`config.mk`:
```
export PLATFORM = sky130hd
export DESIGN_NAME = apb_slave_regfile
export DESIGN_NICKNAME = d
export VERILOG_FILES = /design/src/rtl/apb_pkg.sv /design/src/rtl/apb_slv_regfile.sv /design/src/rtl/apb_slave_regfile.sv
export SDC_FILE = /design/constraint.sdc
export NUM_CORES = 1
export LEC_CHECK = 0
export CAP_MARGIN = 10
export CORE_ASPECT_RATIO = 1.75
export CORE_MARGIN = 5
export CORE_UTILIZATION = 55
export DETAILED_ROUTE_END_ITERATION = 10
export PLACE_DENSITY_LB_ADDON = 0.1
export SYNTH_ARGS = -nofsm -noshare
export SYNTH_HDL_FRONTEND = slang
export SYNTH_HIERARCHICAL = 1
export SYNTH_SLANG_ARGS = --single-unit
export TNS_END_PERCENT = 5
```
`constraint.sdc`:
```
create_clock -name PCLK -period 3.1 [get_ports PCLK]
set_clock_uncertainty 0.2 [all_clocks]
set_input_delay 0.31 -clock PCLK [delete_from_list [all_inputs] [get_ports PCLK]]
set_output_delay 0.31 -clock PCLK [all_outputs]
set_load 0.01 [all_outputs]
```
`src/rtl/apb_pkg.sv`:
```
// Shared types and constants for the APB register-file completer.
package apb_pkg;

  typedef enum logic [1:0] {
    StIdle = 2'd0,
    StWait = 2'd1,
    StResp = 2'd2
  } apb_state_e;

  localparam logic APB_OKAY   = 1'b0;
  localparam logic APB_SLVERR = 1'b1;

  function automatic int unsigned clog2(input int unsigned value);
    int unsigned res;
    res = 0;
    while ((64'd1 << res) < 64'(value)) res++;
    return res;
  endfunction

endpackage

```
`src/rtl/apb_slv_regfile.sv`:
```
// Register storage: one write port, async read port, entry 0 fixed to the ID value.
module apb_slv_regfile
  import apb_pkg::*;
#(
  parameter int unsigned DATA_WIDTH = 32,
  parameter int unsigned NUM_REGS   = 16,
  parameter int unsigned IDX_W      = 4,
  parameter logic [63:0] ID_VALUE   = 64'hA9B0_0001
) (
  input  logic                  PCLK,
  input  logic                  PRESETn,
  input  logic                  we,
  input  logic [IDX_W-1:0]      widx,
  input  logic [DATA_WIDTH-1:0] wdata,
  input  logic [IDX_W-1:0]      ridx,
  output logic [DATA_WIDTH-1:0] rdata
);

  logic [DATA_WIDTH-1:0] mem_q [1:NUM_REGS-1];

  always_ff @(posedge PCLK or negedge PRESETn) begin
    if (!PRESETn) begin
      for (int i = 1; i < NUM_REGS; i++) mem_q[i] <= '0;
    end else if (we) begin
      for (int i = 1; i < NUM_REGS; i++) begin
        if (widx == IDX_W'(i)) mem_q[i] <= wdata;
      end
    end
  end

  always_comb begin
    rdata = DATA_WIDTH'(ID_VALUE);
    for (int i = 1; i < NUM_REGS; i++) begin
      if (ridx == IDX_W'(i)) rdata = mem_q[i];
    end
  end

endmodule

```
`src/rtl/apb_slave_regfile.sv`:
```
// APB3 completer over a small register file with programmable wait states and PSLVERR.
module apb_slave_regfile
  import apb_pkg::*;
#(
  parameter int unsigned            DATA_WIDTH  = 32,
  parameter int unsigned            ADDR_WIDTH  = 32,
  parameter int unsigned            NUM_REGS    = 16,
  parameter logic [ADDR_WIDTH-1:0]  BASE_ADDR   = '0,
  parameter int unsigned            WAIT_CYCLES = 2,
  parameter logic [63:0]            ID_VALUE    = 64'hA9B0_0001
) (
  input  logic                  PCLK,
  input  logic                  PRESETn,
  input  logic                  PSEL,
  input  logic                  PENABLE,
  input  logic                  PWRITE,
  input  logic [ADDR_WIDTH-1:0] PADDR,
  input  logic [DATA_WIDTH-1:0] PWDATA,
  output logic [DATA_WIDTH-1:0] PRDATA,
  output logic                  PREADY,
  output logic                  PSLVERR
);

  localparam int unsigned ALIGN = clog2(DATA_WIDTH / 8);
  localparam int unsigned IDX_W = (NUM_REGS > 1) ? clog2(NUM_REGS) : 1;
  localparam logic [ADDR_WIDTH-1:0] ALIGN_MASK = ADDR_WIDTH'((64'd1 << ALIGN) - 64'd1);
  localparam logic [7:0] CNT_INIT = (WAIT_CYCLES == 0) ? 8'd0 : 8'(WAIT_CYCLES - 1);

  apb_state_e            state_q, state_d;
  logic [7:0]            cnt_q, cnt_d;
  logic                  write_q, write_d;
  logic                  err_q, err_d;
  logic [IDX_W-1:0]      idx_q, idx_d;
  logic [DATA_WIDTH-1:0] wdata_q, wdata_d;
  logic [DATA_WIDTH-1:0] prdata_q, prdata_d;
  logic                  pready_q, pready_d;
  logic                  pslverr_q, pslverr_d;

  logic [ADDR_WIDTH-1:0] off, word_idx;
  logic [IDX_W-1:0]      dec_idx, rd_idx;
  logic                  dec_err;
  logic                  reg_we;
  logic [DATA_WIDTH-1:0] rd_data;

  assign off      = PADDR - BASE_ADDR;
  assign word_idx = off >> ALIGN;
  assign dec_idx  = word_idx[IDX_W-1:0];
  assign dec_err  = (PADDR < BASE_ADDR) || ((off & ALIGN_MASK) != '0) ||
                    (word_idx >= ADDR_WIDTH'(NUM_REGS)) || (PWRITE && (dec_idx == '0));

  apb_slv_regfile #(
    .DATA_WIDTH (DATA_WIDTH),
    .NUM_REGS   (NUM_REGS),
    .IDX_W      (IDX_W),
    .ID_VALUE   (ID_VALUE)
  ) u_regs (
    .PCLK    (PCLK),
    .PRESETn (PRESETn),
    .we      (reg_we),
    .widx    (idx_q),
    .wdata   (wdata_q),
    .ridx    (rd_idx),
    .rdata   (rd_data)
  );

  always_comb begin
    state_d   = state_q;
    cnt_d     = cnt_q;
    write_d   = write_q;
    err_d     = err_q;
    idx_d     = idx_q;
    wdata_d   = wdata_q;
    prdata_d  = prdata_q;
    pready_d  = pready_q;
    pslverr_d = pslverr_q;
    reg_we    = 1'b0;
    rd_idx    = idx_q;

    unique case (state_q)
      StIdle: begin
        if (PSEL && !PENABLE) begin
          write_d = PWRITE;
          err_d   = dec_err;
          idx_d   = dec_idx;
          wdata_d = PWDATA;
          if (WAIT_CYCLES == 0) begin
            // Zero wait states: the response must already be registered for the first ACCESS cycle.
            rd_idx    = dec_idx;
            state_d   = StResp;
            pready_d  = 1'b1;
            pslverr_d = dec_err ? APB_SLVERR : APB_OKAY;
            prdata_d  = (dec_err || PWRITE) ? '0 : rd_data;
          end else begin
            cnt_d   = CNT_INIT;
            state_d = StWait;
          end
        end
      end
      StWait: begin
        if (!PSEL) begin
          state_d = StIdle;
        end else if (cnt_q == 8'd0) begin
          state_d   = StResp;
          pready_d  = 1'b1;
          pslverr_d = err_q ? APB_SLVERR : APB_OKAY;
          prdata_d  = (err_q || write_q) ? '0 : rd_data;
        end else begin
          cnt_d = cnt_q - 8'd1;
        end
      end
      StResp: begin
        if (!PSEL || PENABLE) begin
          reg_we    = PSEL && write_q && !err_q;
          state_d   = StIdle;
          pready_d  = 1'b0;
          pslverr_d = APB_OKAY;
          prdata_d  = '0;
        end
      end
      default: state_d = StIdle;
    endcase
  end

  always_ff @(posedge PCLK or negedge PRESETn) begin
    if (!PRESETn) begin
      state_q   <= StIdle;
      cnt_q     <= 8'd0;
      write_q   <= 1'b0;
      err_q     <= 1'b0;
      idx_q     <= '0;
      wdata_q   <= '0;
      prdata_q  <= '0;
      pready_q  <= 1'b0;
      pslverr_q <= 1'b0;
    end else begin
      state_q   <= state_d;
      cnt_q     <= cnt_d;
      write_q   <= write_d;
      err_q     <= err_d;
      idx_q     <= idx_d;
      wdata_q   <= wdata_d;
      prdata_q  <= prdata_d;
      pready_q  <= pready_d;
      pslverr_q <= pslverr_d;
    end
  end

  assign PRDATA  = prdata_q;
  assign PREADY  = pready_q;
  assign PSLVERR = pslverr_q;

endmodule

```
==> impl_metrics.json, run 1 <==
{
  "status": "completed",
  "antenna_cells": 0,
  "synth_area_mm2": 0.0266,
  "synth-xor-area-share": 0,
  "area_growth_pct": 16.0,
  "syn_nets": 2248,
  "required_ns": 3.43,
  "worstPathCellList": "nor2_1 > nand3_1 > o21ai_0 > o31ai_1 > buf_4 > a32oi_1 > buf_4 > a22o_2",
  "pin_count": 103,
  "postSynthCellCount": 2177,
  "final_antenna_net_count": 0,
  "holdWs_ns": 0.0426,
  "clk_latency_ns": 0.59,
  "ys_warn_count": 6,
  "path_clk_slew_ns": 0.07,
  "grt_pass1_wl_mm": 125,
  "synth_area_per_cell_um2": 12.2,
  "min_path_type": "primary input to register",
  "synth_ff_type": "dfrtp_1",
  "fin_crit_sh": 0.960,
  "cts_made_buffers": 52,
  "route.detailed.drc": 0,
  "muxShareOfSynthArea": 0.241,
  "r2r_end": "PRDATA[6]",
  "start_kind": "register",
  "cts_buffer_depth": 3,
  "cts_tree": "done",
  "dr_total_vias": 19200,
  "ys_seq_area_frac": 0.529,
  "powerDensity_mw_per_mm2": 640,
  "ctsHoldBuffers": 1,
  "ys_top_cells_by_count": "562 x dfrtp_1, 470 x mux2_2, 186 x nand2_1",
  "ctsResizeCount": 0,
  "cp.arrival_ns": 3.31,
  "nets": 2365,
  "start_util": 0.555,
  "wire_per_inst_um": 27.7,
  "grt_pass1_vias": 20100,
  "cts.sinks": 562,
  "period_minus_slack_ns": 2.98,
  "synth_edf_count": 0,
  "synth_top_family_by_area": "multiplexers",
  "crit_slowest_cell": "nor2_1",
  "hold_viol": 0,
  "die_h_um": 301,
  "place_congestion": 0.879,
  "synthSimpleGateAreaFrac": 0.0756,
  "synth-seq-cells": 562,
  "antenna_found_initial": 0,
  "p_leak_nw": 14.7,
  "drt_first_pass_iters": 5,
  "crit_path_end_kind": "register",
  "critPathKind": "register to register",
  "r2r-start": "idx_q[2]",
  "r2r_slack_ns": 0.12,
  "core-area_mm2": 0.0479,
  "path_max_fanout": 33,
  "die_x_um": 176,
  "async_flop_share": 1.00,
  "fmax_mhz": 336,
  "drv_cap": 0,
  "cts_htree_levels": 2,
  "synth_top_cell_area_share": 0.529,
  "numPortBuffers": 102,
  "setup_tns_ns": 0,
  "grt_start_max_net_pins": 81,
  "viasPerCell": 6.42,
  "slew_viol_final": 0,
  "drt_iter0_markers": 1777,
  "tightest_slew_ns": 1.05,
  "dp_hpwl_mm": 53.2,
  "drive_gt1_frac": 0.338,
  "ff2ff_path_depth": 8,
  "placedCellCount": 2887,
  "drt-total-wl_mm": 82.6,
  "final_cell_count_no_fill": 2984,
  "cp_common_cell": "buf_4",
  "synth_compound_area_frac": 0.111,
  "power.total_mw": 19.7,
  "setup_violations": 0,
  "grt_overflow_total": 0,
  "worst-path-buf-inv": 2,
  "yosys.area.top_type": "dfrtp_1",
  "grt_usage": 0.311,
  "cts-root-buf": "clkbuf_16",
  "min-delay-start": "PWDATA[14]",
  "max_stage_delay_ns": 0.87,
  "hold-path-endpoint": "wdata_q[14]",
  "peakVddDrop_v": 0.000394,
  "dieArea_mm2": 0.0530,
  "relSlewSlack": 0.298,
  "synthAdderAreaFrac": 0.000942,
  "synthTopCellsByArea": "dfrtp_1 53%, mux2_2 20%, nand2_1 2.6%",
  "yosysMostFrequentCell": "dfrtp_1",
  "hold_depth": 3,
  "num_rows": 106,
  "postCtsSetupBuffers": 0,
  "synth_cell_type_count": 86,
  "rsz0062_at_grt": "no",
  "crit_family": "simple AND/OR/NAND/NOR gates"
}
==> worst max path at each step <==
stage | start | to | slack, ns | depth (start not counted)
floorplan | state_q[0] | u_regs/mem_q[385] | 0.77 | 8
global placement | PSEL | u_regs/mem_q[355] | 0.25 | 7
detailed placement | PSEL | u_regs/mem_q[373] | 0.19 | 7
CTS | idx_q[2] | PRDATA[6] | 0.16 | 8
global route | idx_q[2] | PRDATA[8] | 0.08 | 8
finish | idx_q[2] | PRDATA[6] | 0.12 | 8
==> cell usage in the layout, fill, tap and decap left out, drive strengths merged, types with 12 or more instances in the layout <==
master	instances
a21oi	65
a221oi	24
a22o	45
a22oi	27
a31oi	13
buf	157
clkbuf	82
clkdlybuf4s50	101
dfrtp	562
inv	12
mux2	521
mux2i	44
nand2	187
nand2b	16
nand3	21
nand3b	17
nor2	64
nor2b	14
nor3	33
o21a	13
o21ai	114
o22ai	27
==> registers in the layout (all words and copies together) (netlist names) <==
| register | count |
|---|---|
| PRDATA | 32 |
| err_q | 1 |
| write_q | 1 |
| cnt_q | 8 |
| state_q | 2 |
| PREADY | 1 |
| idx_q | 4 |
| u_regs/mem_q | 480 |
| PSLVERR | 1 |
| wdata_q | 32 |
==> stage by stage <==
stage / setup WS, ns / area, µm² / utilization
floorplan: 0.766 / 26600 / -
finish: 0.125 / 30800 / 0.643
global route: 0.0770 / 30800 / 0.643
global placement: 0.251 / 29000 / 0.605
CTS: 0.157 / 30800 / 0.643
detailed placement: 0.191 / 29000 / 0.605
==> per-layer routing <==
metal	global-route usage	wire length [µm]	vias up
met3	0.0423	4890	247
li1	-	-	8159
met5	0	0	-
met4	0.149	4620	0
met2	0.524	41000	769
met1	0.397	32100	9995
==> area by class of cell <==
type	instances	area (µm²)
clock inverters	14	209
flip-flops and latches	562	14100
multi-input cells	1410	11500
inverters	9	33.8
well taps	648	811
repair buffers	259	2580
clock buffers	82	1630
fillers	3737	17100
==> where the power goes <==
group,leakage (nW),switching (mW),total (mW),internal [mW]
registers,7.77,0.819,8.35,7.53
clock network,0.906,2.86,6.87,4.01
logic,6.02,2.83,4.48,1.65
total,14.7,6.51,19.7,13.2
==> kinds of logic (layout without fill, tap and decap cells) <==
logic type	after synthesis	count (layout)
DFF	562	562
AOI/OAI and AO/OA	428	428
and+or+nand+nor	411	411
muxes	569	569
buffers and inverters	205	364
adders and majority gates	2	2
==> tightest hold or removal path: cells and delay by family <==
family                 cells  cell delay, ns
buffers and inverters      1            0.40
and+or+nand+nor            2            0.09
No activity file was read; power rests on OpenSTA's default activity.
==> run 2, diff against run 1 <==
==> constraint.sdc (replaced) <==
create_clock -name PCLK -period 3 [get_ports PCLK]
set_clock_uncertainty 0.2 [all_clocks]
set_input_delay 0.3 -clock PCLK [delete_from_list [all_inputs] [get_ports PCLK]]
set_output_delay 0.3 -clock PCLK [all_outputs]
set_load 0.01 [all_outputs]
==> impl_metrics.json, run 2 (synthesis results as in run 1) <==
{
  "start_util": 0.555,
  "grt_pass1_wl_mm": 124,
  "status": "completed",
  "cts_htree_levels": 2,
  "crit_path_end_kind": "register",
  "grt_overflow_total": 0,
  "largest_reg_flops": 480,
  "grt_usage": 0.307,
  "num_rows": 106,
  "setup_tns_ns": 0,
  "drt-total-wl_mm": 81.2,
  "pin_count": 103,
  "ff2ff_path_depth": 9,
  "startpoint": "idx_q[0]",
  "viasPerCell": 6.39,
  "drive_gt1_frac": 0.340,
  "fmax_mhz": 344,
  "powerDensity_mw_per_mm2": 655,
  "cts.sinks": 562,
  "antenna_cells": 0,
  "path_clk_slew_ns": 0.06,
  "cts-root-buf": "clkbuf_16",
  "slew_viol_final": 0,
  "cts_tree": "done",
  "wl_met1_mm": 31.3,
  "cts_buffer_depth": 3,
  "dp_hpwl_mm": 52.6,
  "start_kind": "register",
  "dieArea_mm2": 0.0530,
  "die_h_um": 301,
  "clk_latency_ns": 0.60,
  "met2_length_mm": 40.9,
  "tightest_slew_ns": 1.07,
  "cts_made_buffers": 52,
  "path_max_fanout": 15,
  "grt_start_max_net_pins": 90,
  "p_leak_nw": 14.6,
  "top_layer_used": "met5",
  "fin_util": 0.642,
  "final_cell_mix": "558 x dfrtp_1, 470 x mux2_2, 184 x nand2_1",
  "worst_slack_ns": 0.0892,
  "rsz0062_at_grt": "no",
  "power.total_mw": 20.1,
  "core-area_mm2": 0.0479,
  "r2r_slack_ns": 0.09,
  "postCtsSetupBuffers": 0,
  "route.detailed.drc": 0,
  "area_growth_pct": 15.8,
  "drt_first_pass_iters": 7,
  "drt_iter0_markers": 1815,
  "dr_total_vias": 19000,
  "fin_area_mm2": 0.0308,
  "fin_crit_sh": 0.970,
  "final_cell_count_no_fill": 2980,
  "placedCellCount": 2889,
  "setup_violations": 0,
  "wire_per_inst_um": 27.2,
  "holdWs_ns": 0.0461,
  "hold_viol": 0,
  "critPathKind": "register to register",
  "numPortBuffers": 102,
  "antenna_found_initial": 2,
  "relSlewSlack": 0.281,
  "place_congestion": 0.884,
  "nets": 2367,
  "grt_pass1_vias": 20000,
  "place_ws_ns": 0.0160,
  "r2r-start": "idx_q[0]",
  "min_path_type": "primary input to register",
  "die_x_um": 176,
  "endpoint": "PRDATA[8]",
  "final_antenna_net_count": 0,
  "placed_area_mm2": 0.0290,
  "mostFrequentLayoutCell": "dfrtp_1",
  "peakVddDrop_v": 0.000494,
  "period_minus_slack_ns": 2.91,
  "met3_length_mm": 4.83,
  "largest_register": "u_regs/mem_q",
  "cp.arrival_ns": 3.18,
  "drv_cap": 0,
  "required_ns": 3.26,
  "r2r_end": "PRDATA[8]"
}
## run 2: changes by cell type in the layout (fill, tap and decap cells not counted), moves of 2 or more
cell / previous run / this run
clkbuf_8: 19 / 10
clkinv_2: 5 / 11
clkbuf_1: 10 / 5
clkinvlp_4: 1 / 5
inv_6: 3 / 0
buf_12: 30 / 32
## run 2: worst min path at each step
stage | from | to | slack [ns] | cells past startpoint
floorplan | PRESETn | PRDATA[0] | -0.20 | 0
global route | PWDATA[13] | wdata_q[13] | 0.05 | 3
detailed placement | PRESETn | wdata_q[6] | 0.13 | 1
CTS | PWDATA[2] | wdata_q[2] | 0.02 | 3
finish | PWDATA[2] | wdata_q[2] | 0.05 | 3
global placement | PRESETn | wdata_q[6] | 0.13 | 1
## run 2: per-layer routing
metal  vias up  track usage
li1       8167            -
met1      9897        0.393
met2       740        0.525
met3       225       0.0391
met4         4        0.137
met5         -            0
## run 2: final cells by class
cell class / instances / area, µm²
clock buffers: 68 / 1480
clock inverters: 22 / 251
fillers: 3797 / 17100
inverters: 9 / 33.8
multi-input cells: 1410 / 11500
flip-flops and latches: 562 / 14100
well taps: 648 / 811
repair buffers: 261 / 2620
## run 2: what timing repair did
item / CTS / global route
setup endpoints to repair: 1 / 0
endpoints found under the hold margin: 107 / 0
hold buffers: 1 / 0
gates resized for setup: 1 / 0
## run 2: critical path, stage by stage, from the launching register on
cell and delay, ns:
dfrtp_4 0.60, buf_4 0.25, nor2b_1 0.20, buf_4 0.18
a22oi_1 0.18, nor3_1 0.06, o31ai_1 0.51, buf_4 0.21
a32oi_1 0.14, a22o_2 0.25
## run 2: power breakdown
group / internal (mW) / switching [mW]
Combinational: 1.73 / 3.02
Sequential: 7.79 / 0.790
Clock: 3.89 / 2.92
==> run 3, diff against run 2 <==
--- a/config.mk
+++ b/config.mk
@@ -6,13 +6,11 @@
 export NUM_CORES = 1
 export LEC_CHECK = 0
 export CAP_MARGIN = 10
-export CORE_ASPECT_RATIO = 1.75
 export CORE_MARGIN = 5
 export CORE_UTILIZATION = 55
 export DETAILED_ROUTE_END_ITERATION = 10
 export PLACE_DENSITY_LB_ADDON = 0.1
 export SYNTH_ARGS = -nofsm -noshare
 export SYNTH_HDL_FRONTEND = slang
-export SYNTH_HIERARCHICAL = 1
 export SYNTH_SLANG_ARGS = --single-unit
 export TNS_END_PERCENT = 5
==> impl_metrics.json, run 3 <==
{
  "crit_path_end_kind": "register",
  "critPathKind": "register to register",
  "pin_count": 103,
  "yosysMostFrequentCell": "dfrtp_1",
  "synth_area_per_cell_um2": 13.0,
  "cts_buffer_depth": 3,
  "dieArea_mm2": 0.0513,
  "fmax_mhz": 363,
  "drv_cap": 0,
  "powerDensity_mw_per_mm2": 714,
  "start_kind": "register",
  "worst-path-buf-inv": 0,
  "place_congestion": 0.845,
  "status": "completed",
  "mostFrequentLayoutCell": "dfrtp_1",
  "synth_top_cell_area_share": 0.545,
  "syn_nets": 2049,
  "dp_hpwl_mm": 44.6,
  "holdWs_ns": 0.0900,
  "min_path_type": "primary input to asynchronous set/reset pin",
  "postSynthCellCount": 1978,
  "largest_reg_flops": 480,
  "clk_latency_ns": 0.62,
  "dr_total_vias": 17400,
  "path_max_fanout": 10,
  "period_minus_slack_ns": 2.76,
  "place_ws_ns": 0.313,
  "route.detailed.drc": 0,
  "tightest_slew_ns": 0.815,
  "worst_slack_ns": 0.242,
  "synth_area_mm2": 0.0258,
  "hold_viol": 0,
  "synth-seq-cells": 562,
  "antenna_cells": 0,
  "cts-root-buf": "clkbuf_16",
  "synth_cell_type_count": 73,
  "slew_viol_final": 0,
  "grt_pass1_wl_mm": 111,
  "start_util": 0.555,
  "synth_ff_type": "dfrtp_1",
  "largest_register": "u_regs.mem_q",
  "required_ns": 3.36,
  "ys_warn_count": 0,
  "antenna_found_initial": 2,
  "worstPathCellList": "or4_4 > or3_4 > or2_1 > a311oi_1 > a22o_1",
  "wire_per_inst_um": 26.4,
  "die_x_um": 227,
  "setup_violations": 0,
  "num_rows": 79,
  "cts_htree_levels": 2,
  "drt-total-wl_mm": 72.1,
  "ys_top_cells_by_count": "562 x dfrtp_1, 558 x mux2_2, 109 x o21ai_0",
  "synth_edf_count": 0,
  "area_growth_pct": 16.9,
  "nets": 2146,
  "grt_usage": 0.283,
  "postCtsSetupBuffers": 0,
  "async_flop_share": 1.00,
  "path_clk_slew_ns": 0.06,
  "setup_tns_ns": 0,
  "drive_gt1_frac": 0.381,
  "cp.arrival_ns": 3.11,
  "final_cell_count_no_fill": 2731,
  "crit_family": "simple AND/OR/NAND/NOR gates",
  "relSlewSlack": 0.457,
  "drt_iter0_markers": 1283,
  "cts_tree": "done",
  "numPortBuffers": 102,
  "placed_area_mm2": 0.0281,
  "fin_crit_sh": 0.919,
  "max_stage_delay_ns": 0.53,
  "final_antenna_net_count": 0,
  "grt_start_max_net_pins": 70,
  "grt_pass1_vias": 18000,
  "final_cell_mix": "559 x dfrtp_1, 558 x mux2_2, 109 x o21ai_0",
  "viasPerCell": 6.37,
  "die_h_um": 227,
  "drt_first_pass_iters": 6,
  "yosys.area.top_type": "dfrtp_1",
  "p_leak_nw": 14.2,
  "rsz0062_at_grt": "no",
  "core-area_mm2": 0.0465,
  "crit_slowest_cell": "or4_4",
  "placedCellCount": 2621,
  "ys_seq_area_frac": 0.545,
  "fin_area_mm2": 0.0302,
  "synthTopCellsByArea": "dfrtp_1 55%, mux2_2 24%, o21ai_0 2.1%",
  "grt_overflow_total": 0,
  "peakVddDrop_v": 0.000530,
  "cts_made_buffers": 58,
  "cts.sinks": 562
}
[run 3: changes by cell type after synthesis, moves of 18 or more]
cell	previous run	this run
a22o_2	31	0
buf_4	23	5
buf_6	20	1
a211oi_1	11	40
nor2_1	62	26
mux2_2	470	558
mux2_1	51	19
a21oi_1	65	26
buf_1	2	37
nand2_1	186	89
[run 3: metrics by stage]
stage | utilization | power [mW]
final | 0.649 | 21.5
after global routing | 0.649 | 22.3
after CTS | 0.649 | 21.5
after detailed placement | 0.605 | 14.0
after global placement | 0.605 | 13.9
after floorplan | - | 11.5
[run 3: report_power, final]
| group | internal [mW] | switching (mW) |
|---|---|---|
| sequential | 7.86 | 1.18 |
| combinational | 1.89 | 3.04 |
| clock | 4.53 | 3.02 |
| total | 14.3 | 7.23 |
[run 3: worst reg2reg max path: cells and delay by family (launching register included)]
| family | cells | cell delay [ns] |
|---|---|---|
| AOI/OAI and AO/OA | 2 | 0.61 |
| DFF | 1 | 0.44 |
| and+or+nand+nor | 3 | 1.46 |
[run 3: logic make-up after synthesis]
logic type      count (synthesis)  synth area share
buf+inv                       188            0.0317
mux                           623             0.275
simple gates                  242            0.0515
xor+xnor                        6           0.00204
compound gates                355            0.0940
fa+ha+maj                       2          0.000970
flops                         562             0.545
[run 3: layer usage]
layer / track usage / vias to the layer above / wire length (µm)
met5: 0 / - / 0
met4: 0.0815 / 0 / 1920
met2: 0.441 / 605 / 33300
li1: - / 7512 / -
met1: 0.413 / 9149 / 31800
met3: 0.0487 / 132 / 5100
[run 3: repair_timing]
action                     4_1_cts  5_1_grt
hold endpoints to repair       188        0
setup endpoints to repair        0        0
gates resized for setup          0        0
hold buffers                     1        0
[run 3: final cells by class]
class | count | area [µm²]
fill | 3564 | 16300
sequential | 562 | 14100
multi-input combinational | 1228 | 11000
timing repair buffer | 211 | 2210
clock buffer | 91 | 1800
tap | 607 | 759
clock inverter | 18 | 225
inverter | 14 | 52.6
[run 3: final timing paths]
| check | from | to | slack (ns) | cells after the start |
|---|---|---|---|---|
| max | cnt_q[2] | PRDATA[20] | 0.24 | 5 |
| min reg2reg | u_regs.mem_q[439] | u_regs.mem_q[439] | 0.28 | 1 |
| min in group PCLK | PWDATA[27] | wdata_q[27] | 0.09 | 2 |
| max in group asynchronous | PRESETn | u_regs.mem_q[398] | 1.66 | 3 |
| min | PRESETn | u_regs.mem_q[166] | 0.09 | 2 |
| max reg2reg | cnt_q[2] | PRDATA[20] | 0.24 | 5 |
